`config.mk`:
```
export PLATFORM = sky130hd
export DESIGN_NAME = image_scheduler
export DESIGN_NICKNAME = d
export VERILOG_FILES = /design/src/rtl/image_scheduler.sv
export SDC_FILE = /design/constraint.sdc
export NUM_CORES = 1
export LEC_CHECK = 0
export CORE_MARGIN = 3
export CORE_UTILIZATION = 46
export DETAILED_ROUTE_END_ITERATION = 6
export PLACE_DENSITY = 0.77
export SETUP_SLACK_MARGIN = 0.3
export SLEW_MARGIN = 20
export SYNTH_ARGS = -nofsm -noshare
export SYNTH_HDL_FRONTEND = slang
export SYNTH_SLANG_ARGS = --single-unit
```
`constraint.sdc`:
```
create_clock -name clk -period 3.22 [get_ports clk]
set_clock_uncertainty 0.05 [all_clocks]
set_input_delay 0.644 -clock clk [delete_from_list [all_inputs] [get_ports clk]]
set_output_delay 0.644 -clock clk [all_outputs]
set_load 0.02 [all_outputs]
```
`src/rtl/image_scheduler.sv`:
```
// image_scheduler
// Sequences a batch of images from an image store into the classifier
// datapath. For every image the scheduler pulses start_main, fetches
// IMG_WORDS pixel words one at a time and forwards each to the datapath. It
// then waits for the datapath decision and records the result. When the
// batch completes it pulses done.
//
// Ports
//   clk, rst            : clock, asynchronous active-low reset
//   run, abort          : batch start pulse (IDLE only), synchronous abort
//   mode, num_images    : batch mode (00 train, 01 test, 10 classify) and size
//   rd_req, img_addr,
//   word_idx            : word fetch request towards the image store
//   rd_valid, rd_data,
//   label_in            : fetched word and dataset label (label with word 0)
//   start_main, ttc,
//   test_label,
//   image_out,
//   valid_image         : per-image start, latched mode, label and word stream
//   dp_ready, valid_all,
//   image_label         : datapath flow control and decision
//   busy, done, err     : batch active, batch-end pulse, sticky timeout flag
//   result_valid,
//   result_label        : per-image decision pulse and value
//   img_count,
//   correct_count       : completed images and correct test decisions

module image_scheduler #(
    parameter int IMG_WORDS = 196,
    parameter int TIMEOUT   = 1048575
) (
    input  logic        clk,
    input  logic        rst,
    input  logic        run,
    input  logic        abort,
    input  logic [1:0]  mode,
    input  logic [15:0] num_images,
    output logic        rd_req,
    output logic [15:0] img_addr,
    output logic [7:0]  word_idx,
    input  logic        rd_valid,
    input  logic [31:0] rd_data,
    input  logic [7:0]  label_in,
    output logic        start_main,
    output logic [1:0]  ttc,
    output logic [7:0]  test_label,
    output logic [31:0] image_out,
    output logic        valid_image,
    input  logic        dp_ready,
    input  logic        valid_all,
    input  logic [7:0]  image_label,
    output logic        busy,
    output logic        done,
    output logic        err,
    output logic        result_valid,
    output logic [7:0]  result_label,
    output logic [15:0] img_count,
    output logic [15:0] correct_count
);

    localparam logic [7:0]  LAST_WORD = 8'(IMG_WORDS - 1);
    localparam logic [31:0] TMO_LIMIT = 32'(TIMEOUT);
    localparam logic [1:0]  MODE_TEST = 2'b01;
    localparam logic [1:0]  MODE_RSVD = 2'b11;

    typedef enum logic [2:0] {
        S_IDLE   = 3'd0,
        S_START  = 3'd1,
        S_LOAD   = 3'd2,
        S_WAIT   = 3'd3,
        S_RECORD = 3'd4,
        S_DONE   = 3'd5
    } state_t;

    state_t      state;
    logic        pending;      // one word requested and not yet returned
    logic [15:0] num_r;        // batch size latched at run
    logic [31:0] tmo_cnt;      // cycles spent in WAIT for the current image

    // Saturating 16-bit increment: counters stick at all-ones instead of wrapping.
    function automatic logic [15:0] sat_inc(input logic [15:0] val);
        logic [15:0] res;
        if (val == 16'hFFFF) begin
            res = val;
        end else begin
            res = val + 16'd1;
        end
        return res;
    endfunction

    // Fetch request: qualified by the live dp_ready so a request never issues while
    // the datapath is stalled, and never while a word is still outstanding.
    assign rd_req = (state == S_LOAD) && !pending && dp_ready && !abort;

    // Batch sequencer: state, fetch bookkeeping, registered outputs and counters.
    always_ff @(posedge clk or negedge rst) begin
        if (!rst) begin
            state         <= S_IDLE;
            pending       <= 1'b0;
            num_r         <= 16'd0;
            tmo_cnt       <= 32'd0;
            img_addr      <= 16'd0;
            word_idx      <= 8'd0;
            start_main    <= 1'b0;
            ttc           <= 2'b00;
            test_label    <= 8'd0;
            image_out     <= 32'd0;
            valid_image   <= 1'b0;
            busy          <= 1'b0;
            done          <= 1'b0;
            err           <= 1'b0;
            result_valid  <= 1'b0;
            result_label  <= 8'd0;
            img_count     <= 16'd0;
            correct_count <= 16'd0;
        end else begin
            // Pulse outputs fall by default; transitions below raise them for one cycle.
            start_main   <= 1'b0;
            valid_image  <= 1'b0;
            done         <= 1'b0;
            result_valid <= 1'b0;

            if (abort && (state != S_IDLE)) begin
                // Abort wins over everything else; counters are held and any word
                // still in flight is dropped because IDLE ignores rd_valid.
                state   <= S_IDLE;
                busy    <= 1'b0;
                pending <= 1'b0;
            end else begin
                case (state)
                    S_IDLE: begin
                        if (run && (mode != MODE_RSVD)) begin
                            img_count     <= 16'd0;
                            correct_count <= 16'd0;
                            busy          <= 1'b1;
                            if (num_images == 16'd0) begin
                                done  <= 1'b1;
                                state <= S_DONE;
                            end else begin
                                ttc        <= mode;
                                num_r      <= num_images;
                                err        <= 1'b0;
                                img_addr   <= 16'd0;
                                word_idx   <= 8'd0;
                                pending    <= 1'b0;
                                start_main <= 1'b1;
                                state      <= S_START;
                            end
                        end else begin
                            state <= S_IDLE;
                        end
                    end
                    S_START: begin
                        word_idx <= 8'd0;
                        pending  <= 1'b0;
                        state    <= S_LOAD;
                    end
                    S_LOAD: begin
                        if (rd_req) begin
                            pending <= 1'b1;
                        end else if (pending && rd_valid) begin
                            image_out   <= rd_data;
                            valid_image <= 1'b1;
                            pending     <= 1'b0;
                            word_idx    <= word_idx + 8'd1;
                            if (word_idx == 8'd0) begin
                                test_label <= label_in;
                            end else begin
                                test_label <= test_label;
                            end
                            if (word_idx == LAST_WORD) begin
                                tmo_cnt <= 32'd0;
                                state   <= S_WAIT;
                            end else begin
                                state <= S_LOAD;
                            end
                        end else begin
                            state <= S_LOAD;
                        end
                    end
                    S_WAIT: begin
                        if (valid_all) begin
                            result_label <= image_label;
                            result_valid <= 1'b1;
                            img_count    <= sat_inc(img_count);
                            if ((ttc == MODE_TEST) && (image_label == test_label)) begin
                                correct_count <= sat_inc(correct_count);
                            end else begin
                                correct_count <= correct_count;
                            end
                            state <= S_RECORD;
                        end else if ((tmo_cnt + 32'd1) == TMO_LIMIT) begin
                            // The counter has now seen TIMEOUT WAIT cycles.
                            err   <= 1'b1;
                            done  <= 1'b1;
                            state <= S_DONE;
                        end else begin
                            tmo_cnt <= tmo_cnt + 32'd1;
                        end
                    end
                    S_RECORD: begin
                        // img_count already holds the incremented value here.
                        if (img_count == num_r) begin
                            done  <= 1'b1;
                            state <= S_DONE;
                        end else begin
                            img_addr   <= img_addr + 16'd1;
                            word_idx   <= 8'd0;
                            start_main <= 1'b1;
                            state      <= S_START;
                        end
                    end
                    S_DONE: begin
                        busy  <= 1'b0;
                        state <= S_IDLE;
                    end
                    default: begin
                        busy    <= 1'b0;
                        pending <= 1'b0;
                        state   <= S_IDLE;
                    end
                endcase
            end
        end
    end

endmodule

```
Yosys cells after proc, flatten, opt, wreduce, memory -nomap -nowiden
Index checks and enable logic that the tools add are counted.

Logic and storage cells: 156. Output and inout port bits: 113. Bits of input ports: 73. Register bits after elaboration: 164.

Reduce and logical (&&, ||, !) cells: 32. Muxes and demuxes: 65. Add/sub/neg operators: 5. Bitwise operators: 3. Equality and inequality tests: 33.

Operators by type and width (count): 32-bit 2-to-1 mux (5); 16-bit 2-to-1 mux (9); 16-bit one-hot mux with 2 select lines (3); 32-bit one-hot mux with 2 select lines (1); 16-bit by 1-bit adder with 16-bit output, second input constant (3); 8-bit 2-to-1 mux (5); 32-bit by 1-bit adder with 32-bit output, second input constant (1); 16-bit equality test, second input constant (2); 32-bit by 20-bit equality test with 1-bit output, second input constant (1); 8-bit one-hot mux with 4 select lines (1); 1-bit 2-to-1 mux (27); 3-bit 2-to-1 mux (8); 2-bit inequality test, second input constant (12); 16-bit equality test (1); 16-bit logical NOT (1); 3-bit one-hot mux with 5 select lines (1); 5-bit AND reduction (3); 7-bit AND reduction (2); 4-bit AND reduction (3); 6-bit AND reduction (2); 8-bit by 1-bit adder with 8-bit output, second input constant (1); 8-bit equality test (1); 8-bit equality test, second input constant (1); 8-bit logical NOT (1); other kinds (22) (43).

Depth between registers and ports, before layout
Gate-level depths: netlist (run 1).

Depth in word-level cells: 7. Gate-level depth with buffers: 12. Gate-level depth less buffers: 11.

Least setup slack after synthesis (run 1)
OpenSTA, ideal clock, no wires.

Path type: register to register. From: register tmo_cnt[0]. To: register tmo_cnt[23]. Data required time: 3.052 ns. Cell stages (with the launch flop): 12. Arrival time: 2.825 ns. Clock period less this slack: 2.993 ns. Buffers on the path: 1. Path slack: 0.227 ns. Library setup time: 0.118 ns. Cell sequence: dfrtp_1 > ha_1 > and4_1 > nand4_1 > or4_1 > a211oi_1 > o2111ai_1 > a2111oi_4 > or2b_1 > buf_4 > o21bai_1 > a21o_1.

Cells in the longest elaborated chain, start to end: 4. Elaborated cells between the ends (all ways): 7. Those cells by class: add/sub: 1; eq/ne: 2; mux: 3; reduce/logical: 1.

Ends and longest elaborated chain: from (decl) (line 78) `logic [31:0] tmo_cnt;`; from (signal assigned) (line 198) `tmo_cnt <= tmo_cnt + 32'd1;`; 32-bit by 1-bit adder with 32-bit output * (line 192, 198); 32-bit by 20-bit equality test with 1-bit output / 32-bit 2-to-1 mux (equally long branches) (line 192) `end else if ((tmo_cnt + 32'd1) == TMO_LIMIT) begin`; 2-bit inequality test (no source line) / 32-bit 2-to-1 mux (equally long branches); 7-bit AND reduction (no source line) / 32-bit one-hot mux with 2 select lines (equally long branches).

Mark *: on every way between the ends. The rest lies on a longest branch, timed or not. The select of a mux whose other input is x is not followed. A chain may end at the register's enable or synchronous reset.

Final worst setup path (run 1)
From: register tmo_cnt[0]. To: register tmo_cnt[9].

The elaborated chain is that of the path after synthesis.

==> metrics, run 1 <==
initial antenna violation count=0; Slowest cell on crit path=or4_1; Final ANT Viol Nets=0; routability congestion estimate=0.953; sequential area share after synthesis=49.3%; clock root buffer=clkbuf_16; Yosys cell types=59; min Tclk post-route=about 3100 ps; critical setup path kind=flop to flop; vias in the first global route=7855; ANT cells=0; CP delay by family, top=compound AO/OA/AOI/OAI gates; crit path launch type=flop; DR iter-0 viols=approximately 630; Slew Viols, Final=0; CTS buffer count=17; CTS clk-pin slew, worst paths=70 ps; dpl cells=1294; reg2reg start=tmo_cnt[0]; Yosys Warn Count=0; pre-CTS setup slack=20.7 ps; # setup viols final=0; IO Count=186; cell count after synthesis=867; Worst Path Required=3520 ps; Post-synth ARST share=100%; WL final=25000 um; Pwr Density=588 mW/mm^2; Peak Freq=between 0.3 and 0.4 GHz; Slew HR=between 50% and 60%; Die X=141 um; RSZ-0062 raised after global routing=true; Top FF cell, synth=dfrtp_1; max-cap violation count=0; CP max FO=5; Layout area overhead=42.4%; Worst Setup Slack, final=165 ps; synthesized flop and latch total=164; CTS tree=built; Starting Density=~48%; post-cts hold buffer count=0; total gr overflow=0; CP startpoint=tmo_cnt[0]; setup total negative slack=0 ps; Worst-Skew Late Latency=430 ps; EDFF count, synth=0; syn avg cell area=9.60 um^2; Bufs on Longest Clock Path=2; Die Area=0.0197 mm^2; CP Capture Type=flop; first-pass GRT wire length=39400 um; CP Cell Sequence=ha_2, and4_4, nand4_1, or4_1, a211oi_2, o2111ai_2, a2111oi_4, buf_6, a21o_4, clkbuf_16, a21oi_2, o21ai_1; post-DR vias/cell=between 5 and 6; CP Depth=12; CP peak stage delay=around 440 ps; row count=48; worst slew pin tran=approximately 650 ps; die height=141 um; Reg2Reg Depth=12; Post-Syn Area=~0.0083 mm^2; DRC=0; pin count of the biggest net entering global routing=67; # port buffers=185; H-tree depth=4; status=complete, no violations; final hold vios=0; HPWL after DPL=16500 um; fin cells=1358; routed vias=around 7800; Nets=about 1200; overall routing resource usage=24.6%; VDD IR max=440 uV; crit path buf inv count=2; critical path arrival=around 3400 ps; P_leak=5.13 nW; fin crit share=94.9%; Mapped Nets=947; core area=0.0175 mm^2; Clock Sinks=164; WL/cell=18.4 um; Hold/Removal Path Class=input pin to asynchronous set/reset pin; ratio of cells with drive above 1 in the final layout=between 20% and 30%; DR pass1 iterations=5
[path summary, 6_finish.rpt]
check | end | slack, ps
max | tmo_cnt[9] | 160
min | correct_count[9] | 150
max reg2reg | tmo_cnt[9] | 160
min reg2reg | busy | 430
max in group asynchronous | word_idx[0] | 2040
min in group clk | busy | 430
[layout by cell type, fill, tap and decap left out, types with 4 or more instances in the layout]
cell / count
clkdlybuf4s50_1: 183
dfrtp_1: 160
nand2_1: 111
nor2_1: 88
buf_4: 72
mux2_2: 49
nand3_1: 43
xnor2_1: 40
o21ai_0: 34
xor2_1: 33
nand4_1: 27
a21oi_1: 23
inv_1: 21
and3_1: 18
clkbuf_16: 18
nor3_1: 16
o21ai_1: 16
or3_1: 12
buf_6: 11
nor4_1: 9
a21o_1: 8
nor2_2: 6
nor4_2: 6
mux2i_1: 6
a21oi_2: 6
or2_2: 5
or4_1: 5
ha_1: 5
nand3_2: 4
and4_1: 4
and2_1: 4
o211ai_1: 4
o31ai_1: 4
a31oi_1: 4
clkinv_4: 4
inv_6: 4
dfrtp_2: 4
[worst reg2reg max path, cell delays in order (launching register included)]
cell	delay, ps
dfrtp_1	380
ha_2	200
and4_4	260
nand4_1	120
or4_1	440
a211oi_2	260
o2111ai_2	210
a2111oi_4	340
buf_6	180
a21o_4	180
clkbuf_16	180
a21oi_2	30
o21ai_1	150
[power by group]
part | switching [mW] | total (mW) | internal, mW
sequential | 0.375 | 2.83 | 2.46
clock | 0.899 | 1.98 | 1.08
combinational | 1.12 | 2.15 | 1.03
[metal layers]
layer	track usage, %	wire length [um]	share of wire (%)
met1	30.6	9740	39
met2	40.4	12000	48
met3	7.34	2280	9.1
met4	9.59	979	3.9
met5	0	0	0
[area by class of cell]
cell class | instances | area [um^2]
clock buffer | 17 | 425
clock inverter | 14 | 148
fill | 1290 | 5630
inverter | 22 | 82.6
multi-input combinational | 644 | 4190
sequential | 164 | 4110
tap | 225 | 282
timing repair buffer | 272 | 2610
[state kept, by name (all words and copies together) (netlist names), 8 cells and up]
| signal | flops |
|---|---|
| correct_count | 16 |
| image_out | 32 |
| img_addr | 16 |
| img_count | 16 |
| num_r | 16 |
| result_label | 8 |
| test_label | 8 |
| tmo_cnt | 32 |
| word_idx | 8 |
[logic make-up (layout without fill, tap and decap cells)]
| family | after synthesis | after routing | share of synthesized area [%] |
|---|---|---|---|
| mux | 55 | 55 | 7.35 |
| compound gates | 128 | 128 | 9.60 |
| buf+inv | 62 | 325 | 3.01 |
| fa+ha+maj | 7 | 7 | 1.05 |
| simple gates | 378 | 381 | 22.0 |
| flops | 164 | 164 | 49.3 |
| xor+xnor | 73 | 73 | 7.68 |
[stage by stage]
stage	instance area, um^2	util (%)	power, mW	hold slack [ps]
after floorplan	8330	-	3.87	298
after global routing	11900	67.8	7.31	186
after global placement	10800	61.5	4.72	410
final	11900	67.8	6.97	147
after detailed placement	10800	61.5	4.77	419
after CTS	11600	66.4	6.88	165
[synth_stat cells, drive strengths merged, types with 2 or more instances]
cell      n  share of area, %
and4      6              0.63
nor4b     3              0.32
o211ai    4              0.36
nor2     93               4.2
a21boi    2              0.18
nand4b    3              0.32
a31oi     4              0.30
a211oi    2              0.18
or2       5              0.38
xor2     33               3.5
mux2     49               6.6
dfrtp   164                49
a22o      2              0.21
and3     18               1.4
o31ai     7              0.63
nor4     16               1.3
clkbuf   34               1.5
inv      22              0.99
nand3    47               2.9
o21ai    51               3.1
nand2   113               5.1
a21oi    29               1.7
o21a      3              0.27
or3      12              0.90
o22ai     2              0.15
or4       6              0.59
xnor2    40               4.2
nand4    27               2.0
ha        7               1.1
and2      4              0.30
mux2i     6              0.72
a21o      9              0.81
buf       6              0.48
nor3     20               1.3
[repair_timing]
action | 4_1_cts | 5_1_grt
setup endpoints to repair | 31 | 48
endpoints found under the hold margin | 0 | 0
resized for setup | 36 | 34
pin swaps | 10 | 17
setup buffers | 17 | 11
gates cloned | 3 | 2
(Power assumes the default switching activity.)
==> inputs of run 2 (changes only) <==
--- a/config.mk
+++ b/config.mk
@@ -5,10 +5,12 @@
 export SDC_FILE = /design/constraint.sdc
 export NUM_CORES = 1
 export LEC_CHECK = 0
+export CAP_MARGIN = 20
 export CORE_MARGIN = 3
-export CORE_UTILIZATION = 46
+export CORE_UTILIZATION = 47
+export CTS_BUF_LIST = sky130_fd_sc_hd__clkbuf_4 sky130_fd_sc_hd__clkbuf_8
 export DETAILED_ROUTE_END_ITERATION = 6
-export PLACE_DENSITY = 0.77
+export PLACE_DENSITY = 0.78
 export SETUP_SLACK_MARGIN = 0.3
 export SLEW_MARGIN = 20
 export SYNTH_ARGS = -nofsm -noshare
==> metrics, run 2 (synthesis results as in run 1) <==
status=complete, no violations (unchanged); Nets=1196 (was 1201); DRC=0 (unchanged); CTS buffer count=17 (unchanged); first-pass GRT wire length=38300 um (was 39400 um); overall routing resource usage=24.1% (was 24.6%); Pwr Density=560 mW/mm^2 (was 588 mW/mm^2); Layout area overhead=40.4% (was 42.4%); total power=6.55 mW (was 6.97 mW); pin count of the biggest net entering global routing=84 (was 67); WL/cell=17.7 um (was 18.4 um); pre-CTS setup slack=9.39 ps (was 20.7 ps); setup total negative slack=0 ps (unchanged); max-cap violation count=0 (unchanged); Starting Density=48.1% (was 47.6%); fin crit share=94.9% (about the same); Die Area=0.0193 mm^2 (was 0.0197 mm^2); RSZ-0062 raised after global routing=true (unchanged); Worst Setup Slack, final=165 ps (about the same); initial antenna violation count=0 (unchanged); Worst Path Required=3570 ps (was 3520 ps); routed vias=7630 (was 7815); Bufs on Longest Clock Path=2 (unchanged); Clock Sinks=164 (unchanged); vias in the first global route=7714 (was 7855); Peak Freq=0.327 GHz (about the same); Worst-Skew Late Latency=470 ps (was 430 ps); Slew HR=48.8% (was 56.2%); post-DR vias/cell=5.64 (was 5.75); IO Count=186 (unchanged); CP Capture Type=flop (unchanged); ratio of cells with drive above 1 in the final layout=19.7% (was 20.2%); Die X=139 um (was 141 um); P_leak=5.08 nW (was 5.13 nW); final hold slack=147 ps (about the same); post-cts hold buffer count=0 (unchanged); crit path launch type=flop (unchanged); critical setup path kind=flop to flop (unchanged); DR pass1 iterations=5 (unchanged); critical path arrival=3400 ps (was 3350 ps); min Tclk post-route=3060 ps (about the same); clock root buffer=clkbuf_8 (was clkbuf_16); CTS tree=built (unchanged); commonest non-fill, non-tap cell in the layout=clkdlybuf4s50_1 (unchanged); CTS clk-pin slew, worst paths=90 ps (was 70 ps); total gr overflow=0 (unchanged); CP max FO=5 (unchanged); H-tree depth=4 (unchanged); worst slew pin tran=768 ps (was 648 ps); # setup viols final=0 (unchanged); DR iter-0 viols=517 (was 628); most frequent cells in the layout=clkdlybuf4s50_1 (183), dfrtp_1 (158), nand2_1 (111) (was clkdlybuf4s50_1 (183), dfrtp_1 (160), nand2_1 (111)); # port buffers=185 (unchanged); ANT cells=0 (unchanged); WL final=23900 um (was 25000 um); Final ANT Viol Nets=0 (unchanged); Slew Viols, Final=0 (unchanged); HPWL after DPL=16200 um (was 16500 um); biggest regs=image_out: 32 flops, tmo_cnt: 32 flops (unchanged); die height=139 um (was 141 um); VDD IR max=406 uV (was 440 uV); final hold vios=0 (unchanged); Hold/Removal Path Class=input pin to asynchronous set/reset pin (unchanged); row count=48 (unchanged); core area=0.0173 mm^2 (was 0.0175 mm^2); routability congestion estimate=0.917 (was 0.953)
run 2: changes by cell type in the layout (fill, tap and decap cells not counted), moves of 2 or more:
cell	before	now
clkbuf_8	0	17
buf_6	11	9
dfrtp_2	4	6
a21oi_2	6	0
dfrtp_1	160	158
bufinv_16	1	3
buf_4	72	70
o21ai_0	34	32
a21oi_1	23	28
nor2_2	6	2
clkinv_4	4	0
clkbuf_16	18	1
run 2: metal layers:
layer  GRT usage, %  wire, um
met1           29.3      9630
met2           40.1     11600
met3           7.97      1920
met4           9.06       786
met5              0         0
run 2: final cells by class:
type | count | area, um^2
multi-input combinational | 642 | 4200
clock buffer | 18 | 241
fill | 1353 | 5610
sequential | 164 | 4110
timing repair buffer | 269 | 2600
clock inverter | 13 | 169
inverter | 22 | 82.6
tap | 225 | 282
run 2: power breakdown:
part	total (mW)	internal [mW]	switching, mW
logic	2.15	1.03	1.11
clock network	1.59	0.782	0.807
registers	2.81	2.46	0.355
total	6.55	4.27	2.28
run 2: final timing paths:
kind	startpoint	depth (start not counted)	slack, ps	endpoint
setup reg to reg	tmo_cnt[5]	12	160	tmo_cnt[31]
min in group clk	num_r[5]	2	450	num_r[5]
hold reg to reg	num_r[5]	2	450	num_r[5]
hold / removal	rst	1	150	correct_count[8]
max in group asynchronous	rst	2	2170	tmo_cnt[17]
setup / recovery	tmo_cnt[5]	12	160	tmo_cnt[31]
run 2: per-stage QoR:
step           util, %  instance area, um^2  instances
2_1_floorplan        -                 8330        867
3_3_place_gp      62.4                10800       1298
3_5_place_dp      62.4                10800       1298
4_1_cts           66.2                11500       1346
5_1_grt           67.5                11700       1353
6_report          67.5                11700       1353
run 2: worst max-delay path: stages, from the launching register on:
cell       delay (ps)
dfrtp_1           420
nand4_1           170
or4_4             580
or4_1             450
o21ai_2            80
o2111ai_2         150
a2111oi_4         260
buf_4             190
buf_6             110
a21o_4            180
clkbuf_16         170
a21oi_1            50
mux2i_1           140
run 2: what timing repair did:
action / CTS / global route
gates resized for setup: 28 / 48
setup endpoints to repair: 30 / 48
pin swaps: 6 / 15
buffers inserted: 15 / 6
cloned: 2 / 1
hold endpoints to repair: 0 / 0
